`src/rtl/riscz_pkg.sv`:
```
// Shared RISC-Z front-end definitions: PC-select encodings used by branch
// control and the PC sequencer, plus the sequencer state type.
package riscz_pkg;

    localparam logic [1:0] PCSEL_SEQ = 2'b00;
    localparam logic [1:0] PCSEL_BR  = 2'b10;
    localparam logic [1:0] PCSEL_JR  = 2'b01;
    localparam logic [1:0] PCSEL_RSV = 2'b11;

    typedef enum logic [1:0] {
        IDLE,
        FETCH,
        FLUSH
    } seq_state_t;

endpackage

```
`src/rtl/pc_flush_timer.sv`:
```
// Loadable down-counter that times the wrong-path kill window after a redirect.
module pc_flush_timer #(
    parameter int unsigned FLUSH_CYCLES = 2
) (
    input  logic clk,
    input  logic rst,
    input  logic load,
    output logic flush_active,
    output logic flush_done
);

    localparam logic [2:0] RELOAD = 3'(FLUSH_CYCLES);

    logic [2:0] cnt;

    always_ff @(posedge clk) begin
        if (rst)
            cnt <= '0;
        else if (load)
            cnt <= RELOAD;
        else if (cnt != '0)
            cnt <= cnt - 3'd1;
    end

    assign flush_active = (cnt != '0);
    // Last kill cycle; a same-cycle reload takes precedence in the counter.
    assign flush_done   = (cnt == 3'd1);

endmodule

```
`src/rtl/pc_sequencer.sv`:
```
// RISC-Z program-counter sequencer: PC register, fetch request generation,
// and redirect handling with a timed flush window.
module pc_sequencer
    import riscz_pkg::*;
#(
    parameter int unsigned PC_WIDTH     = 16,
    parameter logic [PC_WIDTH-1:0] RESET_PC = '0,
    parameter int unsigned FLUSH_CYCLES = 2
) (
    input  logic                clk,
    input  logic                rst,
    input  logic                sel_valid,
    input  logic [1:0]          pc_sel,
    input  logic [PC_WIDTH-1:0] br_target,
    input  logic [PC_WIDTH-1:0] jr_target,
    input  logic                stall,
    input  logic                fetch_ready,
    output logic                fetch_req,
    output logic [PC_WIDTH-1:0] pc,
    output logic [PC_WIDTH-1:0] link_pc,
    output logic                flush
);

    seq_state_t          state;
    logic                redirect;
    logic [PC_WIDTH-1:0] target;
    logic [PC_WIDTH-1:0] pc_inc;
    logic                flush_active;
    logic                flush_done;

    always_comb begin
        redirect = 1'b0;
        target   = br_target;
        if (sel_valid && state != IDLE) begin
            if (pc_sel == PCSEL_BR) begin
                redirect = 1'b1;
                target   = br_target;
            end else if (pc_sel == PCSEL_JR) begin
                redirect = 1'b1;
                target   = jr_target;
            end
        end
    end

    assign pc_inc    = pc + PC_WIDTH'(1);
    assign fetch_req = (state == FETCH) && !stall;

    pc_flush_timer #(
        .FLUSH_CYCLES(FLUSH_CYCLES)
    ) u_timer (
        .clk         (clk),
        .rst         (rst),
        .load        (redirect),
        .flush_active(flush_active),
        .flush_done  (flush_done)
    );

    always_ff @(posedge clk) begin
        if (rst) begin
            state   <= IDLE;
            pc      <= RESET_PC;
            link_pc <= RESET_PC;
            flush   <= 1'b0;
        end else if (redirect) begin
            state <= FLUSH;
            pc    <= target;
            flush <= 1'b1;
        end else begin
            case (state)
                IDLE: state <= FETCH;
                FETCH: begin
                    if (fetch_req && fetch_ready) begin
                        pc      <= pc_inc;
                        link_pc <= pc_inc;
                    end
                end
                FLUSH: begin
                    // An idle timer here cannot happen, but never leave the sequencer stuck.
                    if (flush_done || !flush_active) begin
                        state <= FETCH;
                        flush <= 1'b0;
                    end
                end
                default: state <= IDLE;
            endcase
        end
    end

endmodule

```
`config.mk`:
```
export PLATFORM = sky130hd
export DESIGN_NAME = pc_sequencer
export DESIGN_NICKNAME = d
export VERILOG_FILES = /design/src/rtl/riscz_pkg.sv /design/src/rtl/pc_flush_timer.sv /design/src/rtl/pc_sequencer.sv
export SDC_FILE = /design/constraint.sdc
export NUM_CORES = 1
export LEC_CHECK = 0
export CORE_ASPECT_RATIO = 1.2
export CORE_MARGIN = 4
export CORE_UTILIZATION = 45
export CTS_CLUSTER_DIAMETER = 100
export DETAILED_ROUTE_END_ITERATION = 8
export PLACE_DENSITY_LB_ADDON = 0.08
export SETUP_SLACK_MARGIN = 0.05
export SYNTH_ARGS = -nofsm -noshare
export SYNTH_HDL_FRONTEND = slang
export SYNTH_SLANG_ARGS = --single-unit
export TNS_END_PERCENT = 100
```
`constraint.sdc`:
```
create_clock -name clk -period 2.1 [get_ports clk]
set_input_delay 0.525 -clock clk [delete_from_list [all_inputs] [get_ports clk]]
set_output_delay 0.525 -clock clk [all_outputs]
set_load 0.005 [all_outputs]
```
* Word level (Yosys, flattened, before mapping)
Cells that the tools add are included.
** Word-level totals
- Output and inout port bits :: 34
- Flip-flop bits (word level) :: 38
** Operators by class
- Multiplexer cells :: 17
- Reduce and logical (&&, ||, !) cells :: 20
- Eq/ne operators :: 8
- Bitwise logic cells :: 2
- Add/sub/neg operators :: 2
** Operators with widths (count)
- 16-bit 2-to-1 mux :: 6
- 16-bit by 1-bit adder with 16-bit output (second input constant) :: 1
- 2-bit nonzero test :: 6
- 2-bit 2-to-1 mux :: 4
- 2-bit AND reduction :: 4
- 1-bit 2-to-1 mux :: 6
- 2-bit one-hot mux with 3 select lines :: 1
- 2-bit by 1-bit == test with 1-bit output (second input constant) :: 2
- 2-bit == test (second input constant) :: 2
- 2-bit != test (second input constant) :: 2
- 3-bit by 1-bit == test with 1-bit output (second input constant) :: 1
- 1-bit logical AND :: 3
- 3-bit != test (second input constant) :: 1
- 3-bit AND reduction :: 1
- 3-bit nonzero test :: 1
- 3-bit by 1-bit subtractor with 3-bit output (second input constant) :: 1
- 1-bit logical NOT :: 2
- 2-bit logical NOT :: 1
- 1-bit inverter :: 2
- 2-bit OR reduction :: 1
- 1-bit logical OR :: 1

* Logic depth before layout (Yosys ltp)
Gate-level depths: netlist of run 1.
- Depth in word-level cells :: 6
- Depth in mapped cells :: 8
- Gate-level depth less buffers :: 6

* Cells and area by module
From an unflattened synthesis of run 1, not the netlist that was laid out.
** Unflattened totals
- Cell total of the unflattened synthesis :: 245
- Area, all modules :: 2119.5 sq um
** Modules (own cells, without submodules)
- pc_sequencer :: area each 1974.4 sq um, times used 1, sequential area each 700.7 sq um, cells an instance 229
- pc_flush_timer :: area each 145.1 sq um, times used 1, sequential area each 60.1 sq um, cells an instance 16

* Worst setup path before layout of run 1
Ideal clock, no wire load.
- Path type :: input to register
- Start :: input port pc_sel[0]
- End :: register pc[0]
- Data arrival time :: 1.800 ns
- Buffers on the path :: 2
- Path slack :: 0.214 ns
- Cell stages on the path :: 8
- Setup time :: 0.086 ns
- Cells stage by stage :: inv_1 ha_1 nor2b_1 buf_2 o21ai_1 buf_2 mux2_2 a211oi_1
** Between the ends
- Cells in the longest elaborated chain, start to end :: 6
** Ends and longest elaborated chain
- start: declaration :: RTL line pc_sequencer.sv:13 : input logic [1:0] pc_sel,
- 2-bit by 1-bit == test with 1-bit output :: RTL line pc_sequencer.sv:38 : end else if (pc_sel == PCSEL_JR) begin
- 1-bit 2-to-1 mux :: RTL line pc_sequencer.sv:38
- 1-bit 2-to-1 mux :: RTL line pc_sequencer.sv:35 : if (pc_sel == PCSEL_BR) begin
- 1-bit 2-to-1 mux :: RTL line pc_sequencer.sv:34 : if (sel_valid && state != IDLE) begin
- 2-bit nonzero test (no line)
- 2-bit AND reduction (no line)
- end signal: assignment :: RTL line pc_sequencer.sv:66 : pc <= target;
- end signal: assignment :: RTL line pc_sequencer.sv:73 : pc <= pc_inc;
- end: declaration :: RTL line pc_sequencer.sv:19 : output logic [PC_WIDTH-1:0] pc,
Several ways; a longest one is shown, not always the timed one.
A chain may end at the register's enable or synchronous reset.

* Worst setup path in the final report of run 1
- Start :: input port pc_sel[0]
- End :: register pc[5]
Same word-level chain as after synthesis.

==> results of run 1 <==
==> repair_timing <==
action                     in CTS  in global routing
pin swaps                       2                  1
resized for setup               9                 17
setup endpoints to repair      13                 20
hold buffers                    0                  0
gates cloned                    0                  3
buffers inserted                2                  3
==> metrics by stage <==
step | hold WS, ps | cell area [um2]
finish | 450 | 3320
global route | 472 | 3320
CTS | 459 | 3200
detailed placement | 445 | 3060
global placement | 439 | 3060
floorplan | 424 | 2090
==> flip-flops by register name (all words and copies together) (netlist names) <==
name	count
link_pc	16
state	2
u_timer.cnt	3
pc	16
flush	1
==> area by class of cell <==
cell class                 instances  area (um2)
clock buffer                       7        86.3
inverter                           8        30.0
fill                             350        1070
clock inverter                     1        5.00
tap                               56        70.1
multi-input combinational        177        1330
sequential                        38         761
timing repair buffer             112        1040
==> placed cells by master, fill, tap and decap left out, types with 5 or more instances in the layout <==
cell type        Yosys  layout
xor2_1               5       5
buf_4                1      33
clkdlybuf4s50_1      0      70
o221ai_1             8       8
nand3_1              7       5
dfxtp_1             38      38
inv_1                8       7
mux2_2               6       6
a211oi_1             8       7
buf_6                1       5
clkbuf_8             0       6
nor3_1              10       8
nand2_1             21      21
a21oi_1             12      12
nor2_1              17      16
xnor2_1              5       5
==> power by group through the flow <==
stage	registers, mW	clock network, mW	logic [mW]
6_report	0.794	0.521	0.421
5_1_grt	0.799	0.567	0.452
4_1_cts	0.792	0.533	0.389
3_5_place_dp	0.809	0	0.374
3_3_place_gp	0.808	0	0.369
2_1_floorplan	0.807	0	0.152
==> cells by family after synthesis <==
family                     after synthesis
xor gates and xnor gates                10
buffers and inverters                   21
and+or+nand+nor                         96
muxes                                   10
adders and majority gates                3
DFF                                     38
AOI/OAI and AO/OA                       57
==> final timing paths <==
check / start / end / slack, ps / cells after the start
worst max register to register: pc[1]$_SDFFE_PP0P_ / pc[14]$_SDFFE_PP0P_ / 370 / 5
worst max-delay path: pc_sel[0] / pc[5]$_SDFFE_PP0P_ / 120 / 7
worst min register to register: u_timer.cnt[0]$_SDFFE_PP0P_ / u_timer.cnt[0]$_SDFFE_PP0P_ / 450 / 1
worst min-delay path: u_timer.cnt[0]$_SDFFE_PP0P_ / u_timer.cnt[0]$_SDFFE_PP0P_ / 450 / 1
==> layer usage <==
| metal | share of wire | vias to the layer above | global-route usage |
|---|---|---|---|
| met5 | 0 | - | 0 |
| met4 | 0.025 | 0 | 0.0996 |
| met3 | 0.040 | 19 | 0.0400 |
| met2 | 0.53 | 83 | 0.417 |
| met1 | 0.41 | 1071 | 0.250 |
| li1 | - | 1102 | - |
==> critical path: stages <==
cell	delay, ps
clkdlybuf4s50_1	490
inv_2	50
ha_4	280
or2b_4	180
nand2_4	90
or4_1	480
o311ai_1	90
==> summary.txt, run 1 <==
Finish
  • NumNets Final: 384
  • Area Growth Syn to Fin: 58.6%
  • Share of cells above drive strength 1: 0.257
  • Finished Layout Cells: 399
  • N_diodes: 0
  • Final Util: 0.755

Timing
  • Final Setup Violations: 0
  • Final Max Tran Viols: 0
  • Worst-margin pin slew: 429 ps
  • Final Hold Vio Count: 0
  • Setup TNS: 0 ps
  • Max Fclk: 504 MHz
  • Setup ws final: 115 ps
  • Headroom to the max-slew limit: 0.713
  • Tmin final: 1980 ps
  • Final Cycle Share: 0.945
  • RSZ-0062 raised after global routing: false
  • Clock skew: 9.88 ps

Drt
  • Total wire length: 6640 um
  • DRC viols: 0
  • Via count: 2275
  • Iteration count of the initial detailed-routing pass: 4
  • Routed wire per std cell: 16.6 um
  • Routed Antenna Nets: 0
  • 1st-iter DRT viols: 142
  • Vias per inst: 5.70

Synthesis
  • Syn nets: 277
  • Seq/Total Area, Yosys: 0.364
  • Most used flip-flop cell after synthesis: dfxtp_1
  • Compound-Gate Fraction of Synth Area: 0.204
  • Leading area contributor after synthesis: dfxtp_1
  • XOR/XNOR Fraction of Synth Area: 0.0419
  • Syn avg cell area: 8.90 um2
  • Synth warnings: 0
  • Count leader, synth: dfxtp_1
  • Post-synth EDFFs: 0
  • Mapped cell area: 2090 um2
  • Largest cells by area after synthesis: dfxtp_1 (36%), nand2_1 (3.8%), o221ai_1 (3.3%), mux2_2 (3.2%), nor2_1 (3.1%)
  • Synth cell types: 55
  • Cells after synthesis: 235
  • Seq cells post-synth: 38
  • Simple-gate share of the synthesized area: 0.274
  • Share of the synthesized area in the top cell type: 0.364
  • Synth Area in Adders: 0.0179
  • Post-synth ARST share: 0
  • Largest family of logic cells by synthesized area: simple AND/OR/NAND/NOR gates
  • Mux cell area share after synthesis: 0.0514
  • Post-synth top cells: dfxtp_1 (38), nand2_1 (21), nor2_1 (17)

Worst setup path
  • Crit path DAT: 2190 ps
  • Worst Setup Path Type: in -> reg
  • Crit start category: input pin
  • Worst EP required: 2300 ps
  • Crit Path Max Fanout: 7
  • Worst Setup End Kind: register

Placed design
  • IO Port Bufs: 72
  • Pre-CTS setup slack: -386 ps
  • Dpl cells: 383
  • Global placer's final weighted congestion: 0.884
  • DP HPWL: 4760 um

Power
  • Leak Pwr: 1.19 nW
  • Clock group share of total power: 0.300
  • Max rail drop VDD: 0.000513 V
  • Combinational cell fraction of total power: 0.243
  • PwrDens: 523 nW/um2
  • Total power: 1.74 mW
  • Sequential share of power: 0.457
  • Switching Fraction: 0.271
  • Sw power: 470 uW
  • Internal: 1.27 mW

Clock network
  • CTS tree: built
  • Skew-Pair Late Insertion Delay: 290 ps
  • Clock tree buffer depth: 2
  • Clk slew on worst S/H paths: 70 ps
  • CTS H-tree lvls: 2
  • Clock Tree Root: clkbuf_8
  • Num CTS Buffers: 5
  • CTS sink cnt: 38

Floorplan
  • Initial core utilization: 0.476
  • Total die area: 5810 um2
  • # IOs: 73
  • Core Rows: 26
  • Core area: 4390 um2
  • Die Span Y: 82.7 um
  • Chip width: 70.2 um

GRT
  • Antenna violations before repair: 0
  • Global-route usage over all layers: 0.224
  • Vias in the first global route: 2266
  • Gr ovfl total: 0
  • First-pass GRT wire length: 10300 um
  • Largest net degree at the start of global routing: 18

Flow run
  • Max-cap violation count: 0

Worst hold path
  • Worst hold path class: reg -> reg

Status
  • Status: finished, final reports clean
Power figures use the tool's default switching activity.
==> run 2, diff against run 1 <==
- CAP_MARGIN: not set -> 20
- CTS_BUF_LIST: not set -> sky130_fd_sc_hd__clkbuf_16
- RECOVER_POWER: not set -> 100
==> summary.txt, run 2 (same netlist as run 1, synthesis figures left out) <==
Floorplan
  • Total die area: 5810 um2 (unchanged)
  • Chip width: 70.2 um (unchanged)
  • Initial core utilization: 0.476 (unchanged)
  • Core area: 4390 um2 (unchanged)
  • # IOs: 73 (unchanged)
  • Die Span Y: 82.7 um (unchanged)
  • Core Rows: 26 (unchanged)

Worst setup path
  • Crit start category: input pin
  • FF-to-FF path depth: 5 (unchanged)
  • R2r endpoint: pc[5]$_SDFFE_PP0P_
  • Worst EP required: 2280 ps (-20 ps)
  • CP max stage delay: 420 ps (-70 ps)
  • Crit path DAT: 2200 ps (about the same)
  • R2r startpoint: pc[0]$_SDFFE_PP0P_
  • Crit-path slowest cell: clkdlybuf4s50_1
  • Crit Path Max Fanout: 5 (-2)
  • CP Launch Point: stall
  • Worst Setup End Kind: register
  • R2R setup slack: 310 ps (-60 ps)
  • CP Cell Sequence: clkdlybuf4s50_1 > buf_4 > nand4bb_1 > nor2_4 > clkbuf_1 > a21oi_1 > o311ai_0
  • Worst Setup Path Type: in -> reg

Finish
  • Finished Layout Cells: 399 (unchanged)
  • Commonest non-fill, non-tap cells in the layout: dfxtp_1 (38), clkdlybuf4s50_1 (38), dlygate4sd3_1 (31)
  • N_diodes: 0 (unchanged)
  • Area Growth Syn to Fin: 56.9%
  • Final Util: 0.748 (-0.00769)
  • NumNets Final: 384 (unchanged)
  • Fin area: 3280 um2 (-1.0%)
  • Share of cells above drive strength 1: 0.227 (-0.0292)
  • Largest regs: link_pc x16, pc x16, u_timer.cnt x3

Clock network
  • Hold buffer count at cts: 0 (unchanged)
  • Clock Tree Root: clkbuf_16
  • Clk slew on worst S/H paths: 60 ps (about the same)
  • Clock tree buffer depth: 2 (unchanged)
  • CTS sink cnt: 38 (unchanged)
  • CTS tree: built
  • CTS H-tree lvls: 2 (unchanged)
  • Num CTS Buffers: 5 (unchanged)
  • Skew-Pair Late Insertion Delay: 280 ps (about the same)

Timing
  • Final Cycle Share: 0.962 (+0.0164)
  • Tmin final: 2020 ps (+34.4 ps)
  • RSZ-0062 raised after global routing: false
  • Final Max Tran Viols: 0 (unchanged)
  • Final Hold Vio Count: 0 (unchanged)
  • Max Fclk: 495 MHz (-1.7%)
  • Setup ws final: 80.8 ps (-34.4 ps)
  • Worst hold margin: 453 ps (+2.23 ps)
  • Setup TNS: 0 ps (unchanged)
  • Headroom to the max-slew limit: 0.750 (+0.0369)
  • Final Setup Violations: 0 (unchanged)
  • Clock skew: 5.95 ps (-3.92 ps)
  • Worst-margin pin slew: 371 ps (-57.5 ps)

Worst hold path
  • Worst hold endpoint: u_timer.cnt[0]$_SDFFE_PP0P_
  • Worst hold path class: reg -> reg
  • Hold depth: 1 (unchanged)
  • Hold path start: u_timer.cnt[0]$_SDFFE_PP0P_

Drt
  • Met1 WL: 2740 um (+0.96%)
  • Routed Antenna Nets: 0 (unchanged)
  • Vias per inst: 5.62 (-1.4%)
  • Routed wire per std cell: 16.2 um (-2.3%)
  • WL met3: 195 um (-26%)
  • 1st-iter DRT viols: 160 (+13%)
  • Total wire length: 6480 um (-2.3%)
  • Via count: 2243 (-1.4%)
  • Routed length on met2: 3430 um (-1.9%)
  • DRC viols: 0 (unchanged)
  • Iteration count of the initial detailed-routing pass: 4 (unchanged)
  • Top Metal Used: met4

Placed design
  • Global placer's final weighted congestion: 0.884 (unchanged)
  • Pre-CTS setup slack: -386 ps (unchanged)
  • Dpl cells: 383 (unchanged)
  • Placed Area: 3060 um2 (unchanged)
  • IO Port Bufs: 72 (unchanged)
  • DP HPWL: 4760 um (unchanged)

GRT
  • First-pass GRT wire length: 10200 um (-1.1%)
  • Gr ovfl total: 0 (unchanged)
  • Antenna violations before repair: 0 (unchanged)
  • Global-route usage over all layers: 0.223 (-0.00129)
  • Largest net degree at the start of global routing: 18 (unchanged)
  • Vias in the first global route: 2240 (-1.1%)

Power
  • PwrDens: 575 nW/um2 (+9.9%)
  • Leak Pwr: 1.27 nW (+6.9%)
  • Max rail drop VDD: 0.000582 V (+13%)
  • Total power: 1.89 mW (+8.8%)

Status
  • Status: finished, final reports clean

Flow run
  • Max-cap violation count: 0 (unchanged)
==> run 2: cell types whose count changed in the layout (fill, tap and decap cells not counted), moves of 3 or more <==
cell,delta
buf_4,-5
buf_6,-3
clkbuf_1,+3
clkbuf_16,+5
clkbuf_2,+4
clkbuf_8,-6
clkdlybuf4s50_1,-32
dlygate4sd3_1,+31
==> run 2: final cells by class <==
type / instances / area, um2
multi-input cells: 177 / 1290
clock buffers: 5 / 125
repair buffers: 112 / 997
well taps: 56 / 70.1
fillers: 352 / 1110
inverters: 8 / 30.0
flip-flops and latches: 38 / 761
clock inverters: 3 / 12.5
==> run 2: power breakdown <==
| group | switching, mW | leakage [nW] | internal (mW) |
|---|---|---|---|
| registers | 0.0372 | 0.309 | 0.756 |
| clock network | 0.283 | 0.0724 | 0.429 |
| logic | 0.164 | 0.889 | 0.219 |
==> run 2: worst max-delay path by stage <==
stage	endpoint	slack, ps	depth (start not counted)
after global routing	pc[15]$_SDFFE_PP0P_	40	7
after detailed placement	pc[1]$_SDFFE_PP0P_	-390	8
after CTS	pc[11]$_SDFFE_PP0P_	50	9
after floorplan	pc[0]$_SDFFE_PP0P_	210	8
after global placement	pc[9]$_SDFFE_PP0P_	-330	7
final	pc[5]$_SDFFE_PP0P_	80	7
==> run 2: repair_timing <==
action                                  4_1_cts  5_1_grt
pin swaps                                     2        2
endpoints found under the setup margin       16       22
setup buffers                                 4        2
gates resized for setup                      10       12
gates cloned                                  0        2
==> run 2: layer usage <==
metal / global-route usage / vias up
met5: 0 / -
li1: - / 1105
met3: 0.0460 / 13
met4: 0.102 / 0
met2: 0.408 / 53
met1: 0.248 / 1072
==> run 2: critical path: cells and delay by family <==
kind	cells	cell delay, ps
compound gates	2	340
buf+inv	3	740
simple gates	2	590
==> run 3, diff against run 2 <==
- CORE_UTILIZATION: 45 -> 49
- clock period: 2.1 -> 2.4 ns (I/O delays scaled with it)
==> summary.txt, run 3 (same netlist as run 1, synthesis figures left out) <==
Worst hold path
  • Hold path start: link_pc[2]$_SDFFE_PP0P_
  • Hold depth: 2 (+1)
  • Worst hold endpoint: link_pc[2]$_SDFFE_PP0P_
  • Worst hold path class: reg -> reg

Timing
  • Final Setup Violations: 0 (unchanged)
  • Final Cycle Share: 0.942
  • Worst hold margin: 452 ps (-0.636 ps)
  • Setup ws final: 139 ps (+58.7 ps)
  • Max Fclk: 442 MHz
  • Final Hold Vio Count: 0 (unchanged)
  • Final Max Tran Viols: 0 (unchanged)
  • Clock skew: 4.15 ps (-1.80 ps)
  • Worst-margin pin slew: 541 ps (+170 ps)
  • Tmin final: 2260 ps
  • RSZ-0062 raised after global routing: false
  • Headroom to the max-slew limit: 0.636 (-0.114)
  • Setup TNS: 0 ps (unchanged)

Placed design
  • Pre-CTS setup slack: -81.2 ps (+305 ps)
  • Placed Area: 3010 um2 (-1.6%)
  • DP HPWL: 4720 um (-0.85%)
  • Global placer's final weighted congestion: 1.00 (+13%)
  • Dpl cells: 375 (-2.1%)
  • IO Port Bufs: 72 (unchanged)

Finish
  • NumNets Final: 370 (-3.6%)
  • Finished Layout Cells: 383 (-4.0%)
  • Final Util: 0.776 (+0.0279)
  • Largest regs: link_pc x16, pc x16, u_timer.cnt x3
  • Multi-input gate area: 1220 um2 (-5.2%)
  • N_diodes: 0 (unchanged)
  • Layout filler cell count: 297 (-16%)
  • Area Growth Syn to Fin: 49.6%
  • FF+latch area: 761 um2 (unchanged)
  • Fin area: 3130 um2 (-4.7%)
  • Share of cells above drive strength 1: 0.161 (-0.0663)
  • Commonest non-fill, non-tap cells in the layout: dfxtp_1 (38), clkdlybuf4s50_1 (38), dlygate4sd3_1 (33)

Clock network
  • CTS tree: built
  • Num CTS Buffers: 5 (unchanged)
  • CTS sink cnt: 38 (unchanged)
  • Hold buffer count at cts: 0 (unchanged)
  • CTS H-tree lvls: 2 (unchanged)
  • Clk slew on worst S/H paths: 60 ps (about the same)
  • Skew-Pair Late Insertion Delay: 280 ps (about the same)
  • Clock Tree Root: clkbuf_16
  • Clock tree buffer depth: 2 (unchanged)

Worst setup path
  • CP Cell Sequence: clkdlybuf4s50_1 > inv_1 > ha_1 > or2b_1 > nand2_1 > or4_1 > o311ai_1
  • Worst Setup Path Type: in -> reg
  • Crit Path Max Fanout: 6 (+1)
  • Buffers and inverters on the worst path: 2 (-1)
  • Worst EP required: 2580 ps (+300 ps)
  • Worst Setup End Kind: register
  • Crit-path slowest cell: or4_1
  • Crit path DAT: 2440 ps (+240 ps)
  • Top delay family on crit path: simple AND/OR/NAND/NOR gates
  • R2R setup slack: 500 ps (+190 ps)
  • R2r startpoint: pc[0]$_SDFFE_PP0P_
  • Crit start category: input pin
  • R2r endpoint: pc[14]$_SDFFE_PP0P_
  • FF-to-FF path depth: 5 (unchanged)
  • CP max stage delay: 520 ps (+100 ps)

Drt
  • Total wire length: 6040 um (-6.7%)
  • 1st-iter DRT viols: 106 (-34%)
  • Iteration count of the initial detailed-routing pass: 4 (unchanged)
  • Via count: 2209 (-1.5%)
  • Routed wire per std cell: 15.8 um (-2.8%)
  • DRC viols: 0 (unchanged)
  • Routed Antenna Nets: 0 (unchanged)
  • Vias per inst: 5.77 (+2.6%)

Floorplan
  • Die Span Y: 79.6 um (-3.8%)
  • Chip width: 67.6 um (-3.7%)
  • Core Rows: 25 (-3.8%)
  • Core area: 4040 um2 (-8.1%)
  • Initial core utilization: 0.518 (+0.0421)
  • Total die area: 5380 um2 (-7.3%)
  • # IOs: 73 (unchanged)

GRT
  • Global-route usage over all layers: 0.242 (+0.0191)
  • Gr ovfl total: 0 (unchanged)
  • Vias in the first global route: 2203 (-1.7%)
  • Antenna violations before repair: 0 (unchanged)
  • First-pass GRT wire length: 9940 um (-2.6%)
  • Largest net degree at the start of global routing: 13 (-5)

Power
  • Total power: 1.62 mW (-14%)
  • Leak Pwr: 1.21 nW (-5.0%)
  • PwrDens: 518 nW/um2 (-10%)
  • Max rail drop VDD: 0.000419 V (-28%)

Status
  • Status: finished, final reports clean

Flow run
  • Max-cap violation count: 0 (unchanged)
## run 3: power by group
group	internal (mW)	switching (mW)	total [mW]
clock network	0.374	0.250	0.623
registers	0.661	0.0367	0.698
logic	0.174	0.124	0.298
## run 3: timing repair
action	CTS	global route
endpoints found under the setup margin	1	2
setup buffers	0	0
pin swaps	0	1
gates resized for setup	1	1
## run 3: final cells by class
class / count / share of cell area
inverter: 8 / 0.00960
clock inverter: 3 / 0.00360
multi-input combinational: 176 / 0.390
clock buffer: 5 / 0.0400
sequential: 38 / 0.243
timing repair buffer: 99 / 0.292
tap: 54 / 0.0216
## run 3: worst max-delay path by stage
stage | startpoint | endpoint | slack, ps | cells past startpoint
detailed placement | pc_sel[0] | link_pc[7]$_SDFFE_PP0P_ | -80 | 9
global placement | pc_sel[0] | link_pc[3]$_SDFFE_PP0P_ | -50 | 9
floorplan | pc_sel[0] | pc[0]$_SDFFE_PP0P_ | 440 | 8
global route | pc_sel[0] | pc[7]$_SDFFE_PP0P_ | 30 | 8
CTS | stall | fetch_req | 60 | 3
finish | pc_sel[0] | pc[5]$_SDFFE_PP0P_ | 140 | 7
## run 3: tightest hold or removal path, stage by stage, from the launching register on
cell	delay (ps)
dfxtp_1	300
nand2_1	50
a21oi_1	50
## run 3: layer usage
metal / wire [um] / track usage / up-vias
li1: - / - / 1070
met1: 2400 / 0.277 / 1047
met2: 3170 / 0.420 / 76
met3: 315 / 0.0465 / 16
met4: 157 / 0.114 / 0
met5: 0 / 0 / -
